[config.mk]
export PLATFORM = sky130hd
export DESIGN_NAME = sram_like_bridge
export DESIGN_NICKNAME = d
export VERILOG_FILES = /design/src/rtl/sram_bridge_pkg.sv /design/src/rtl/sram_bridge_chan.sv /design/src/rtl/sram_like_bridge.sv
export SDC_FILE = /design/constraint.sdc
export NUM_CORES = 1
export LEC_CHECK = 0
export BUFFER_PORTS_ARGS = -buffer_cell sky130_fd_sc_hd__buf_4
export CAP_MARGIN = 20
export CORE_MARGIN = 4
export CORE_UTILIZATION = 30
export CTS_CLUSTER_DIAMETER = 150
export DETAILED_ROUTE_END_ITERATION = 8
export SKIP_CTS_REPAIR_TIMING = 1
export SLEW_MARGIN = 20
export SYNTH_ARGS = -nofsm -noshare
export SYNTH_HDL_FRONTEND = slang
export SYNTH_HIERARCHICAL = 1
export SYNTH_SLANG_ARGS = --single-unit
[constraint.sdc]
create_clock -name clk -period 2.1 [get_ports clk]
set_clock_uncertainty 0.1 [all_clocks]
set_input_delay 0.105 -clock clk [delete_from_list [all_inputs] [get_ports clk]]
set_output_delay 0.105 -clock clk [all_outputs]
set_load 0.01 [all_outputs]
[src/rtl/sram_bridge_pkg.sv]
// Shared types and helpers for the SRAM-to-handshake bridge.
// Optional MIPS kseg0/kseg1 address folding is enabled with BRIDGE_KSEG_MAP_EN.
package sram_bridge_pkg;

    typedef enum logic [1:0] {
        IDLE = 2'd0,
        REQ  = 2'd1,
        WAIT = 2'd2,
        DONE = 2'd3
    } chan_state_e;

    localparam logic [1:0] SIZE_BYTE = 2'd0;
    localparam logic [1:0] SIZE_HALF = 2'd1;
    localparam logic [1:0] SIZE_WORD = 2'd2;

    localparam logic [31:0] KSEG_LO        = 32'h8000_0000;
    localparam logic [31:0] KSEG_HI        = 32'hBFFF_FFFF;
    localparam logic [31:0] KSEG_PHYS_MASK = 32'h1FFF_FFFF;

    // Irregular strobe patterns go out as a word access with the raw strobes.
    function automatic logic [1:0] wen_to_size(input logic [3:0] wen);
        case (wen)
            4'b0011, 4'b1100:                   return SIZE_HALF;
            4'b0001, 4'b0010, 4'b0100, 4'b1000: return SIZE_BYTE;
            default:                            return SIZE_WORD;
        endcase
    endfunction

endpackage

[src/rtl/sram_bridge_chan.sv]
// One bridge channel: latches a core access, runs it on the handshake bus,
// and holds the result while the pipeline is frozen. Honors BRIDGE_KSEG_MAP_EN.
module sram_bridge_chan
    import sram_bridge_pkg::*;
#(
    parameter int ADDR_W = 32,
    parameter int DATA_W = 32,
    localparam int BE_W  = DATA_W / 8
) (
    input  logic              clk,
    input  logic              rst,
    input  logic              cpu_en,
    input  logic [BE_W-1:0]   cpu_wen,
    input  logic [ADDR_W-1:0] cpu_addr,
    input  logic [DATA_W-1:0] cpu_wdata,
    input  logic              cpu_hold,
    input  logic              cpu_flush,
    output logic [DATA_W-1:0] cpu_rdata,
    output logic              cpu_stall,
    output logic              bus_req,
    output logic              bus_wr,
    output logic [1:0]        bus_size,
    output logic [BE_W-1:0]   bus_wstrb,
    output logic [ADDR_W-1:0] bus_addr,
    output logic [DATA_W-1:0] bus_wdata,
    input  logic              bus_addr_ok,
    input  logic              bus_data_ok,
    input  logic [DATA_W-1:0] bus_rdata
);

    chan_state_e       state, state_d;
    logic [ADDR_W-1:0] addr_q, phys_addr;
    logic [DATA_W-1:0] wdata_q, rdata_q;
    logic [BE_W-1:0]   wen_q;
    logic              drop_q, drop_eff, start, capture;

    assign start    = cpu_en & ~cpu_flush;
    assign drop_eff = drop_q | cpu_flush;

    always_comb begin
        state_d = state;
        capture = 1'b0;
        case (state)
            IDLE: if (start) state_d = REQ;
            REQ: begin
                if (bus_addr_ok && bus_data_ok) begin
                    state_d = drop_eff ? IDLE : DONE;
                    capture = ~drop_eff;
                end else if (bus_addr_ok) begin
                    state_d = WAIT;
                end
            end
            WAIT: begin
                if (bus_data_ok) begin
                    state_d = drop_eff ? IDLE : DONE;
                    capture = ~drop_eff;
                end
            end
            DONE: if (cpu_flush || !cpu_hold) state_d = IDLE;
            default: state_d = IDLE;
        endcase
    end

    always_ff @(posedge clk) begin
        if (rst) begin
            state   <= IDLE;
            addr_q  <= '0;
            wdata_q <= '0;
            wen_q   <= '0;
            rdata_q <= '0;
            drop_q  <= 1'b0;
        end else begin
            state <= state_d;
            if (state == IDLE && start) begin
                addr_q  <= cpu_addr;
                wdata_q <= cpu_wdata;
                wen_q   <= cpu_wen;
            end
            if (capture) rdata_q <= bus_rdata;
            // A flushed access still finishes on the bus; only its result is dropped.
            if (state_d == IDLE)
                drop_q <= 1'b0;
            else if ((state == REQ || state == WAIT) && cpu_flush)
                drop_q <= 1'b1;
        end
    end

`ifdef BRIDGE_KSEG_MAP_EN
    assign phys_addr = (addr_q >= ADDR_W'(KSEG_LO) && addr_q <= ADDR_W'(KSEG_HI))
                     ? (addr_q & ADDR_W'(KSEG_PHYS_MASK)) : addr_q;
`else
    assign phys_addr = addr_q;
`endif

    // Payload is zeroed outside REQ so the bus sees a quiet interface when idle.
    assign bus_req   = (state == REQ);
    assign bus_wr    = bus_req & (|wen_q);
    assign bus_size  = bus_req ? wen_to_size(4'(wen_q)) : 2'b00;
    assign bus_wstrb = bus_req ? wen_q : '0;
    assign bus_addr  = bus_req ? phys_addr : '0;
    assign bus_wdata = bus_req ? wdata_q : '0;

    assign cpu_rdata = rdata_q;
    assign cpu_stall = (state == IDLE && start) ||
                       ((state == REQ || state == WAIT) && !drop_q);

endmodule

[src/rtl/sram_like_bridge.sv]
// Multi-channel bridge from single-cycle SRAM ports to an addr_ok/data_ok bus.
// Channels are independent; BRIDGE_KSEG_MAP_EN enables kseg address folding.
module sram_like_bridge
    import sram_bridge_pkg::*;
#(
    parameter int NUM_CH = 2,
    parameter int ADDR_W = 32,
    parameter int DATA_W = 32,
    localparam int BE_W  = DATA_W / 8
) (
    input  logic                     clk,
    input  logic                     rst,
    input  logic [NUM_CH-1:0]        cpu_en,
    input  logic [NUM_CH*BE_W-1:0]   cpu_wen,
    input  logic [NUM_CH*ADDR_W-1:0] cpu_addr,
    input  logic [NUM_CH*DATA_W-1:0] cpu_wdata,
    input  logic [NUM_CH-1:0]        cpu_hold,
    input  logic [NUM_CH-1:0]        cpu_flush,
    output logic [NUM_CH*DATA_W-1:0] cpu_rdata,
    output logic [NUM_CH-1:0]        cpu_stall,
    output logic [NUM_CH-1:0]        bus_req,
    output logic [NUM_CH-1:0]        bus_wr,
    output logic [NUM_CH*2-1:0]      bus_size,
    output logic [NUM_CH*BE_W-1:0]   bus_wstrb,
    output logic [NUM_CH*ADDR_W-1:0] bus_addr,
    output logic [NUM_CH*DATA_W-1:0] bus_wdata,
    input  logic [NUM_CH-1:0]        bus_addr_ok,
    input  logic [NUM_CH-1:0]        bus_data_ok,
    input  logic [NUM_CH*DATA_W-1:0] bus_rdata
);

    for (genvar c = 0; c < NUM_CH; c++) begin : g_ch
        sram_bridge_chan #(
            .ADDR_W (ADDR_W),
            .DATA_W (DATA_W)
        ) u_chan (
            .clk         (clk),
            .rst         (rst),
            .cpu_en      (cpu_en[c]),
            .cpu_wen     (cpu_wen[c*BE_W +: BE_W]),
            .cpu_addr    (cpu_addr[c*ADDR_W +: ADDR_W]),
            .cpu_wdata   (cpu_wdata[c*DATA_W +: DATA_W]),
            .cpu_hold    (cpu_hold[c]),
            .cpu_flush   (cpu_flush[c]),
            .cpu_rdata   (cpu_rdata[c*DATA_W +: DATA_W]),
            .cpu_stall   (cpu_stall[c]),
            .bus_req     (bus_req[c]),
            .bus_wr      (bus_wr[c]),
            .bus_size    (bus_size[c*2 +: 2]),
            .bus_wstrb   (bus_wstrb[c*BE_W +: BE_W]),
            .bus_addr    (bus_addr[c*ADDR_W +: ADDR_W]),
            .bus_wdata   (bus_wdata[c*DATA_W +: DATA_W]),
            .bus_addr_ok (bus_addr_ok[c]),
            .bus_data_ok (bus_data_ok[c]),
            .bus_rdata   (bus_rdata[c*DATA_W +: DATA_W])
        );
    end

endmodule

==> results by group, run 1 <==
Logic synthesis
  • Syn Inst Count: 1102
  • Synth area leaders: dfxtp_1, nand2_1, a21oi_1
  • Async S/R FF share, synth: 0%
  • EDFF count, synth: 0
  • Area share of the largest cell type after synthesis: 48.8%
  • Syn avg cell area: 7.67 um^2
  • Cell taking the most area after synthesis: dfxtp_1
  • Top_reg_cell synth: dfxtp_1
  • Post-synthesis cell area: 8450 um^2
  • Seq/Total Area, Yosys: 48.8%
  • Yosys warnings: 6
  • Distinct cells, synth: 30
  • Net count after synthesis: 1324
  • Seq cells post-synth: 206

STA
  • Endpoints failing setup: 0
  • Minimum clock period: 2.05 ns
  • Hold WS: 0.00227 ns
  • PnR worst setup slack: 0.0535 ns
  • Max_slew headroom: 59.1%
  • Setup TNS: 0 ns
  • Worst Tran Pin Value: 0.613 ns
  • Fin. Hold Viols: 0
  • Slew Viols, Final: 0
  • Max Fclk: 0.489 GHz
  • Period utilization: 97.5%

Worst hold path
  • Worst hold path type: in2reg

Clocking
  • CTS H-tree depth: 1
  • TritonCTS buffer count: 24
  • CTS tree: yes
  • Latest clock arrival within the worst-skew pair: 0.50 ns
  • CTS max path bufs: 3
  • Clock sink count: 206
  • CTS root buffer: clkbuf_16
  • Worst-path clk slew: 0.06 ns

Final layout
  • Layout Nets: 1916
  • Commonest non-fill, non-tap cells in the layout: buf_4, nand2_1, dlygate4sd3_1
  • Finished Layout Cells: 2090
  • Fin area: 14900 um^2
  • Final core occ: 53.8%
  • P&R area growth vs syn: 77.0%
  • Share of cells above drive strength 1: 29.1%
  • Most common cell after layout, fill and taps aside: buf_4

Floorplan
  • Core Area: 27800 um^2
  • Std cell rows: 61
  • Die height: 176 um
  • Die Wd: 176 um
  • Starting Density: 30.4%
  • Die area: 30900 um^2
  • Ports: 422

Setup path
  • Worst path cell trace: inv_2, ha_4, buf_12, a21boi_0, buf_4
  • Worst Path Arrival: 1.84 ns
  • WP data required: 1.89 ns
  • Highest net fanout along the worst path: 36
  • CP Capture Type: output pin
  • Critical path's slowest cell: dfxtp_1
  • Startpoint types: flop
  • Crit Path Category: reg2out
  • Largest incremental delay on the critical path: 0.35 ns
  • Setup slack, reg-to-reg: 0.31 ns

GRT
  • Total global routing overflow: 0
  • First-pass GRT wire length: 43.5 mm
  • GRT Overall Usage: 17.1%
  • Initial antenna violation count: 2
  • Largest net degree at the start of global routing: 75
  • Vias in the first global route: 8088

Run status
  • Status: finished, final reports clean

Drt
  • Antenna Nets Post-Route: 0
  • Routed len/inst: 15.4 um
  • DR vias: 9475
  • Routed WL: 32.1 mm
  • Number of detailed-route iterations in the first pass: 4
  • 1st-iter DRT viols: 501
  • Vias per Instance: 4.53
  • Drt drc: 0

Placed design
  • Placed insts: 1837
  • Placed Area: 12000 um^2
  • Post-DP HPWL: 20.8 mm
  • Setup Slack @ Placement: 0.374 ns
  • Port Buffer Count: 421
  • GP Congestion: 0.804

Pwr
  • Max IR drop VDD: 0.584 mV
  • P_leak: 6.44 nW
  • Pwr/cell area: 855 nW/um^2
  • PnR Total Power: 12.8 mW

Flow run
  • MaxCap Viol Count: 0
[routing by layer]
metal	routed length, um	GRT usage, %
met2	16500	30.3
met1	13000	20.2
met5	0	0
met3	1680	4.02
met4	988	5.95
[state kept, by name (all words and copies together), names as in the netlist]
name                   flops
g_ch.u_chan/addr_q        64
g_ch.u_chan/wen_q          8
g_ch.u_chan/drop_q         2
g_ch.u_chan/cpu_rdata     64
g_ch.u_chan/wdata_q       64
g_ch.u_chan/state          4
[kinds of logic after synthesis]
| kind of cell | Yosys count | share of synthesized area, % |
|---|---|---|
| AOI/OAI and AO/OA | 230 | 14.7 |
| xor gates and xnor gates | 2 | 0.207 |
| buffers and inverters | 90 | 4.98 |
| DFF | 206 | 48.8 |
| and+or+nand+nor | 564 | 29.8 |
| adders and majority gates | 10 | 1.48 |
[report_power, final]
part / internal (mW) / switching (mW)
registers: 4.37 / 0.262
logic: 1.90 / 2.15
clock network: 2.47 / 1.62
[worst max-delay path: cells and delay by family (launching register included)]
| kind | cells | cell delay (ns) |
|---|---|---|
| AOI/OAI and AO/OA | 1 | 0.28 |
| adders and majority gates | 1 | 0.20 |
| buffers and inverters | 3 | 0.49 |
| DFF | 1 | 0.35 |
[area by class of cell]
cell class	instances	area, um^2
Antenna cell	2	5.00
Clock buffer	37	721
Fill cell	2574	12800
Timing Repair Buffer	646	5590
Clock inverter	5	52.6
Inverter	10	37.5
Sequential cell	206	4130
Tap cell	378	473
Multi-Input combinational cell	806	3950
[cells in the mapped netlist, types with 4 or more instances]
library cell,instances
buf_1,8
ha_1,10
nand2_1,404
inv_1,10
dfxtp_1,206
nand2b_1,4
nand3_1,4
nor2_1,4
clkbuf_1,40
o21ai_0,4
a21boi_0,4
a21oi_1,204
and2_1,140
buf_6,6
buf_2,24
[final timing paths]
path,from,to,depth (start not counted)
worst max register to register,g_ch[0].u_chan/state[0],g_ch[0].u_chan/drop_q,5
worst min-delay path,bus_addr_ok[1],g_ch[1].u_chan/state[0],3
worst max-delay path,g_ch[1].u_chan/state[1],bus_wr[1],5
worst min register to register,g_ch[1].u_chan/addr_q[12],g_ch[1].u_chan/addr_q[12],2
No activity file was read; power rests on OpenSTA's default activity.
==> run 2: changes to the inputs <==
--- a/config.mk
+++ b/config.mk
@@ -7,10 +7,10 @@
 export LEC_CHECK = 0
 export BUFFER_PORTS_ARGS = -buffer_cell sky130_fd_sc_hd__buf_4
 export CAP_MARGIN = 20
-export CORE_MARGIN = 4
-export CORE_UTILIZATION = 30
+export CORE_AREA = 4 4 160 162
 export CTS_CLUSTER_DIAMETER = 150
 export DETAILED_ROUTE_END_ITERATION = 8
+export DIE_AREA = 0 0 164 166
 export SKIP_CTS_REPAIR_TIMING = 1
 export SLEW_MARGIN = 20
 export SYNTH_ARGS = -nofsm -noshare
==> run 2 against run 1 <==
Net effect:
- clock power up 4%
- fmax up 2.0%
- core utilization up 8.1 points
- first-iteration DRC count up 15%
- non-clock buffer count up 3
- global-route usage up 3.2 points
- routed wire length up 2.5%
- count of clock-buffer cells in the layout up 3
==> results by group, run 2 (synthesis results as in run 1) <==
Setup path
  • Highest net fanout along the worst path: 36 (unchanged)
  • Critical path's slowest cell: dfxtp_2
  • Setup slack, reg-to-reg: 0.38 ns (+0.07 ns)
  • Worst Setup SP: g_ch[1].u_chan/state[1]
  • WP data required: 1.89 ns (about the same)
  • Worst Path Arrival: 1.80 ns (-0.04 ns)
  • Reg2Reg Depth: 6 (+1)
  • Top delay family on crit path: buffers and inverters
  • WP depth: 5 (unchanged)
  • Worst path bufs/invs: 3 (unchanged)
  • Startpoint types: flop
  • CP Capture Type: output pin
  • RR Endpoint: g_ch[0].u_chan/cpu_rdata[25]
  • Crit Path Category: reg2out
  • Worst r2r src: g_ch[0].u_chan/state[1]
  • Setup crit end: bus_wdata[58]
  • Largest incremental delay on the critical path: 0.34 ns (about the same)
  • Worst path cell trace: inv_2, ha_4, buf_12, and2_1, buf_4

GRT
  • Largest net degree at the start of global routing: 92 (+23%)
  • First-pass GRT wire length: 44.8 mm (+3.1%)
  • Total global routing overflow: 0 (unchanged)
  • Vias in the first global route: 8101 (+0.16%)
  • GRT Overall Usage: 20.2% (+3.2 points)
  • Initial antenna violation count: 0 (-2)

Drt
  • 1st-iter DRT viols: 577 (+15%)
  • Number of detailed-route iterations in the first pass: 5 (+1)
  • Routed WL: 32.9 mm (+2.5%)
  • Antenna Nets Post-Route: 0 (unchanged)
  • Routed len/inst: 16.1 um (+5.0%)
  • Drt drc: 0 (unchanged)
  • Vias per Instance: 4.65 (+2.7%)
  • DR vias: 9494 (+0.20%)

Clocking
  • Clock sink count: 206 (unchanged)
  • Latest clock arrival within the worst-skew pair: 0.52 ns (+0.02 ns)
  • CTS H-tree depth: 1 (unchanged)
  • CTS max path bufs: 3 (unchanged)
  • CTS root buffer: clkbuf_16
  • Worst-path clk slew: 0.05 ns (about the same)
  • TritonCTS buffer count: 25 (+4.2%)
  • CTS tree: yes

Pwr
  • PnR Total Power: 13.0 mW (+1.5%)
  • Pwr/cell area: 868 nW/um^2 (+1.6%)
  • Reg power frac: 35.8% (-0.5 points)
  • Clock power share: 32.9% (+0.9 points)
  • Max IR drop VDD: 0.621 mV (+6.3%)
  • P_leak: 6.48 nW (+0.65%)
  • Net Sw Power: 4.12 mW (+2.1%)
  • Comb power frac: 31.3% (-0.4 points)
  • Internal power: 8.84 mW (+1.2%)
  • Sw frac: 31.8% (+0.20 points)

Final layout
  • Area of the multi-input gates: 3950 um^2 (+0.13%)
  • Layout Nets: 1920 (+0.21%)
  • Fill count: 2107 (-18%)
  • Antenna Cells: 0 (-2)
  • Share of cells above drive strength 1: 29.4% (+0.31 points)
  • Final core occ: 61.9% (+8.1 points)
  • Finished Layout Cells: 2040 (-2.4%)
  • Most common cell after layout, fill and taps aside: buf_4
  • P&R area growth vs syn: 76.7%
  • Commonest non-fill, non-tap cells in the layout: buf_4, nand2_1, dlygate4sd3_1
  • Reg area: 4130 um^2 (about the same)

STA
  • Fin. Hold Viols: 0 (unchanged)
  • Slew Viols, Final: 0 (unchanged)
  • Period utilization: 95.5% (-2.0 points)
  • Max_slew headroom: 57.1% (-2.0 points)
  • Minimum clock period: 2.01 ns (-0.0410 ns)
  • Endpoints failing setup: 0 (unchanged)
  • Worst Tran Pin Value: 0.644 ns (+0.0304 ns)
  • Max Fclk: 0.499 GHz (+2.0%)
  • Setup TNS: 0 ns (unchanged)
  • PnR worst setup slack: 0.0945 ns (+0.0410 ns)

Floorplan
  • Die Wd: 164 um (-6.7%)
  • Starting Density: 35.0% (+4.6 points)
  • Die area: 27200 um^2 (-12%)
  • Die height: 166 um (-5.6%)
  • Std cell rows: 57 (-6.6%)
  • Core Area: 24100 um^2 (-13%)
  • Ports: 422 (unchanged)

Placed design
  • Setup Slack @ Placement: 0.384 ns (+0.0102 ns)
  • Post-DP HPWL: 20.9 mm (+0.71%)
  • Placed insts: 1782 (-3.0%)
  • GP Congestion: 0.846 (+5.3%)
  • Port Buffer Count: 421 (unchanged)

Worst hold path
  • Worst hold path type: in2reg

Flow run
  • MaxCap Viol Count: 0 (unchanged)

Run status
  • Status: finished, final reports clean
-- run 2: changes by cell type in the layout (fill, tap and decap cells not counted), sizes merged --
cell         change
clkbuf           +4
diode            -2
buf              +1
clkinvlp         -1
dlygate4sd3      +1
inv              +1
-- run 2: area by class of cell --
cell class	count	share of cell area [%]
Timing Repair Buffer	649	37.4
Clock buffer	40	5.10
Inverter	10	0.251
Clock inverter	5	0.360
Multi-Input combinational cell	806	26.5
Sequential cell	206	27.6
Tap cell	324	2.71
-- run 2: worst min-delay path by stage --
stage | slack [ns] | from | endpoint | cells past startpoint
global placement | 0.25 | bus_rdata[26] | g_ch[0].u_chan/cpu_rdata[26] | 3
floorplan | 0.14 | cpu_addr[0] | g_ch[0].u_chan/addr_q[0] | 2
finish | 0.05 | cpu_hold[0] | g_ch[0].u_chan/state[1] | 4
CTS | -0.30 | cpu_addr[38] | g_ch[1].u_chan/addr_q[6] | 3
detailed placement | 0.26 | cpu_addr[38] | g_ch[1].u_chan/addr_q[6] | 3
global route | 0.01 | cpu_hold[1] | g_ch[1].u_chan/state[0] | 4
-- run 2: layer usage --
layer / vias up / track usage, % / share of wire [%]
met5: - / 0 / 0
met2: 305 / 34.5 / 52
met3: 84 / 5.39 / 6.5
met4: 0 / 8.79 / 3.3
li1: 4712 / - / -
met1: 4393 / 23.8 / 38
-- run 2: power groups by stage --
stage / sequential (mW) / combinational (mW) / clock (mW)
after floorplan: 4.69 / 1.97 / 0
after global placement: 4.68 / 3.46 / 0
after detailed placement: 4.70 / 3.51 / 0
after CTS: 4.62 / 3.52 / 4.37
after global routing: 4.70 / 4.43 / 4.56
final: 4.64 / 4.06 / 4.26
-- run 2: tightest hold or removal path, cell delays in order --
cell	delay, ns
buf_4	0.08
nand3b_1	0.10
a21oi_1	0.15
o311a_1	0.19
-- run 2: through the flow --
step                      hold WS [ns]  cell area (um^2)
after floorplan                  0.141              8450
after global placement           0.251             11900
after detailed placement         0.260             11900
after CTS                       -0.301             12700
after global routing           0.00999             14900
final                           0.0455             14900
==> run 3: changes to the inputs <==
--- a/config.mk
+++ b/config.mk
@@ -7,10 +7,10 @@
 export LEC_CHECK = 0
 export BUFFER_PORTS_ARGS = -buffer_cell sky130_fd_sc_hd__buf_4
 export CAP_MARGIN = 20
-export CORE_AREA = 4 4 160 162
+export CORE_MARGIN = 4
+export CORE_UTILIZATION = 35
 export CTS_CLUSTER_DIAMETER = 150
 export DETAILED_ROUTE_END_ITERATION = 8
-export DIE_AREA = 0 0 164 166
 export SKIP_CTS_REPAIR_TIMING = 1
 export SLEW_MARGIN = 20
 export SYNTH_ARGS = -nofsm -noshare
==> run 3 against run 2 <==
Net effect:
- hold slack worse by 0.030 ns
- global-route usage is 0.29 points lower
- flip-flop and latch count stayed put
- setup slack better by 0.014 ns
- core utilization is 1.1 points higher
- sequential power hardly changed
- register-to-register slack better by 0.02 ns
- die area is 2.0% lower
- sequential share of layout area is 0.070 points higher
==> results by group, run 3 (synthesis results as in run 1) <==
Clocking
  • Latest clock arrival within the worst-skew pair: 0.51 ns (about the same)
  • CTS H-tree depth: 1 (unchanged)
  • Clock sink count: 206 (unchanged)
  • CTS tree: yes
  • Worst-path clk slew: 0.05 ns (about the same)
  • CTS max path bufs: 3 (unchanged)
  • CTS root buffer: clkbuf_16
  • TritonCTS buffer count: 24 (-4.0%)

Pwr
  • Sw frac: 31.2% (-0.61 points)
  • Net Sw Power: 4.01 mW (-2.6%)
  • Pwr/cell area: 865 nW/um^2 (-0.39%)
  • Max IR drop VDD: 0.568 mV (-8.6%)
  • Internal power: 8.87 mW (+0.26%)
  • P_leak: 6.46 nW (-0.35%)
  • Clock power share: 32.7% (-0.2 points)
  • Reg power frac: 36.0% (+0.2 points)
  • Comb power frac: 31.3% (about the same)

STA
  • Slew Viols, Final: 0 (unchanged)
  • Period utilization: 94.8% (-0.66 points)
  • Max Fclk: 0.502 GHz (+0.69%)
  • Setup TNS: 0 ns (unchanged)
  • Endpoints failing setup: 0 (unchanged)
  • Worst Tran Pin Value: 0.414 ns (-0.230 ns)
  • Minimum clock period: 1.99 ns (-0.0138 ns)
  • Fin. Hold Viols: 0 (unchanged)
  • RSZ-0062 raised after global routing: false
  • Max_slew headroom: 72.4% (+15 points)
  • Hold WS: 0.0152 ns (-0.0303 ns)

Drt
  • Routed length on met3: 2.10 mm (-1.6%)
  • Top Metal Used: met4
  • Vias per Instance: 4.58 (-1.6%)
  • Antenna Nets Post-Route: 0 (unchanged)
  • Number of detailed-route iterations in the first pass: 5 (unchanged)
  • Met1 Routed Length: 12.5 mm (-1.3%)
  • Routed WL: 31.9 mm (-3.1%)
  • Drt drc: 0 (unchanged)
  • Routed len/inst: 15.7 um (-2.9%)
  • Met2 WL: 16.6 mm (-2.5%)
  • DR vias: 9310 (-1.9%)
  • 1st-iter DRT viols: 575 (-0.35%)

Setup path
  • Startpoint types: flop
  • Highest net fanout along the worst path: 34 (-5.6%)
  • Worst Path Arrival: 1.79 ns (about the same)
  • CP Capture Type: output pin
  • WP data required: 1.89 ns (about the same)
  • Crit Path Category: reg2out

Worst hold path
  • Worst hold path type: in2reg

GRT
  • Vias in the first global route: 8005 (-1.2%)
  • First-pass GRT wire length: 43.2 mm (-3.5%)
  • Initial antenna violation count: 1 (+1)
  • GRT Overall Usage: 19.9% (-0.29 points)
  • Total global routing overflow: 0 (unchanged)
  • Largest net degree at the start of global routing: 82 (-11%)

Floorplan
  • Die Wd: 163 um (-0.39%)
  • Starting Density: 35.8% (+0.73 points)
  • Std cell rows: 56 (-1.8%)
  • Ports: 422 (unchanged)
  • Die height: 163 um (-1.6%)
  • Die area: 26700 um^2 (-2.0%)
  • Core Area: 23600 um^2 (-2.0%)

Placed design
  • Post-DP HPWL: 20.5 mm (-1.8%)
  • Port Buffer Count: 421 (unchanged)
  • GP Congestion: 0.799 (-5.5%)
  • Placed Area: 11900 um^2 (about the same)

Run status
  • Status: finished, final reports clean

Final layout
  • Commonest non-fill, non-tap cells in the layout: buf_4, nand2_1, dlygate4sd3_1
  • Final core occ: 63.1% (+1.1 points)
  • Fin area: 14900 um^2 (-0.25%)
  • P&R area growth vs syn: 76.3%
  • Fill count: 2047 (-2.8%)
  • Layout Nets: 1919 (-0.052%)
  • Share of cells above drive strength 1: 29.3% (-0.14 points)
  • Most common cell after layout, fill and taps aside: buf_4

Flow run
  • MaxCap Viol Count: 0 (unchanged)
-- run 3: changes by cell type in the layout (fill, tap and decap cells not counted), sizes merged --
cell and change:
buf +1, bufinv +1, inv -1, diode +1, clkbuf -3
-- run 3: layer usage --
layer,up-vias,GRT usage (%)
li1,4717,-
met5,-,0
met2,295,36.4
met1,4240,23.4
met4,0,4.92
met3,58,5.00
-- run 3: path summary, 6_finish.rpt --
path	slack, ns	startpoint	end	cells past startpoint
worst max-delay path	0.11	g_ch[0].u_chan/state[1]	bus_wr[0]	5
worst min-delay path	0.02	cpu_hold[0]	g_ch[0].u_chan/state[0]	4
worst max register to register	0.40	g_ch[1].u_chan/state[0]	g_ch[1].u_chan/drop_q	5
worst min register to register	0.35	g_ch[0].u_chan/wdata_q[27]	g_ch[0].u_chan/wdata_q[27]	2
-- run 3: final cells by class --
type	count	area, um^2	area share [%]
Timing Repair Buffer	649	5580	37.5
Sequential cell	206	4130	27.7
Multi-Input combinational cell	806	3950	26.5
Clock buffer	38	724	4.86
Tap cell	319	399	2.68
Clock inverter	5	75.1	0.504
Inverter	10	37.5	0.252
Antenna cell	1	2.50	0.0168
-- run 3: critical path: stages, from the launching register on --
cell,delay (ns)
dfxtp_1,0.34
inv_2,0.12
ha_4,0.23
buf_12,0.20
a21boi_0,0.22
buf_4,0.16
-- run 3: power groups by stage --
stage	clock network [mW]	registers [mW]	logic, mW
floorplan	0	4.69	1.97
global route	4.51	4.69	4.43
detailed placement	0	4.70	3.48
global placement	0	4.68	3.48
CTS	4.33	4.61	3.48
finish	4.21	4.63	4.03
-- run 3: per-stage QoR --
step / std cells / setup slack [ns] / power, mW
after global routing: 2034 / 0.00784 / 13.6
final: 2034 / 0.108 / 12.9
after detailed placement: 1779 / 0.384 / 8.18
after floorplan: 1102 / 0.341 / 6.66
after CTS: 1822 / -0.123 / 12.4
after global placement: 1779 / 0.420 / 8.16
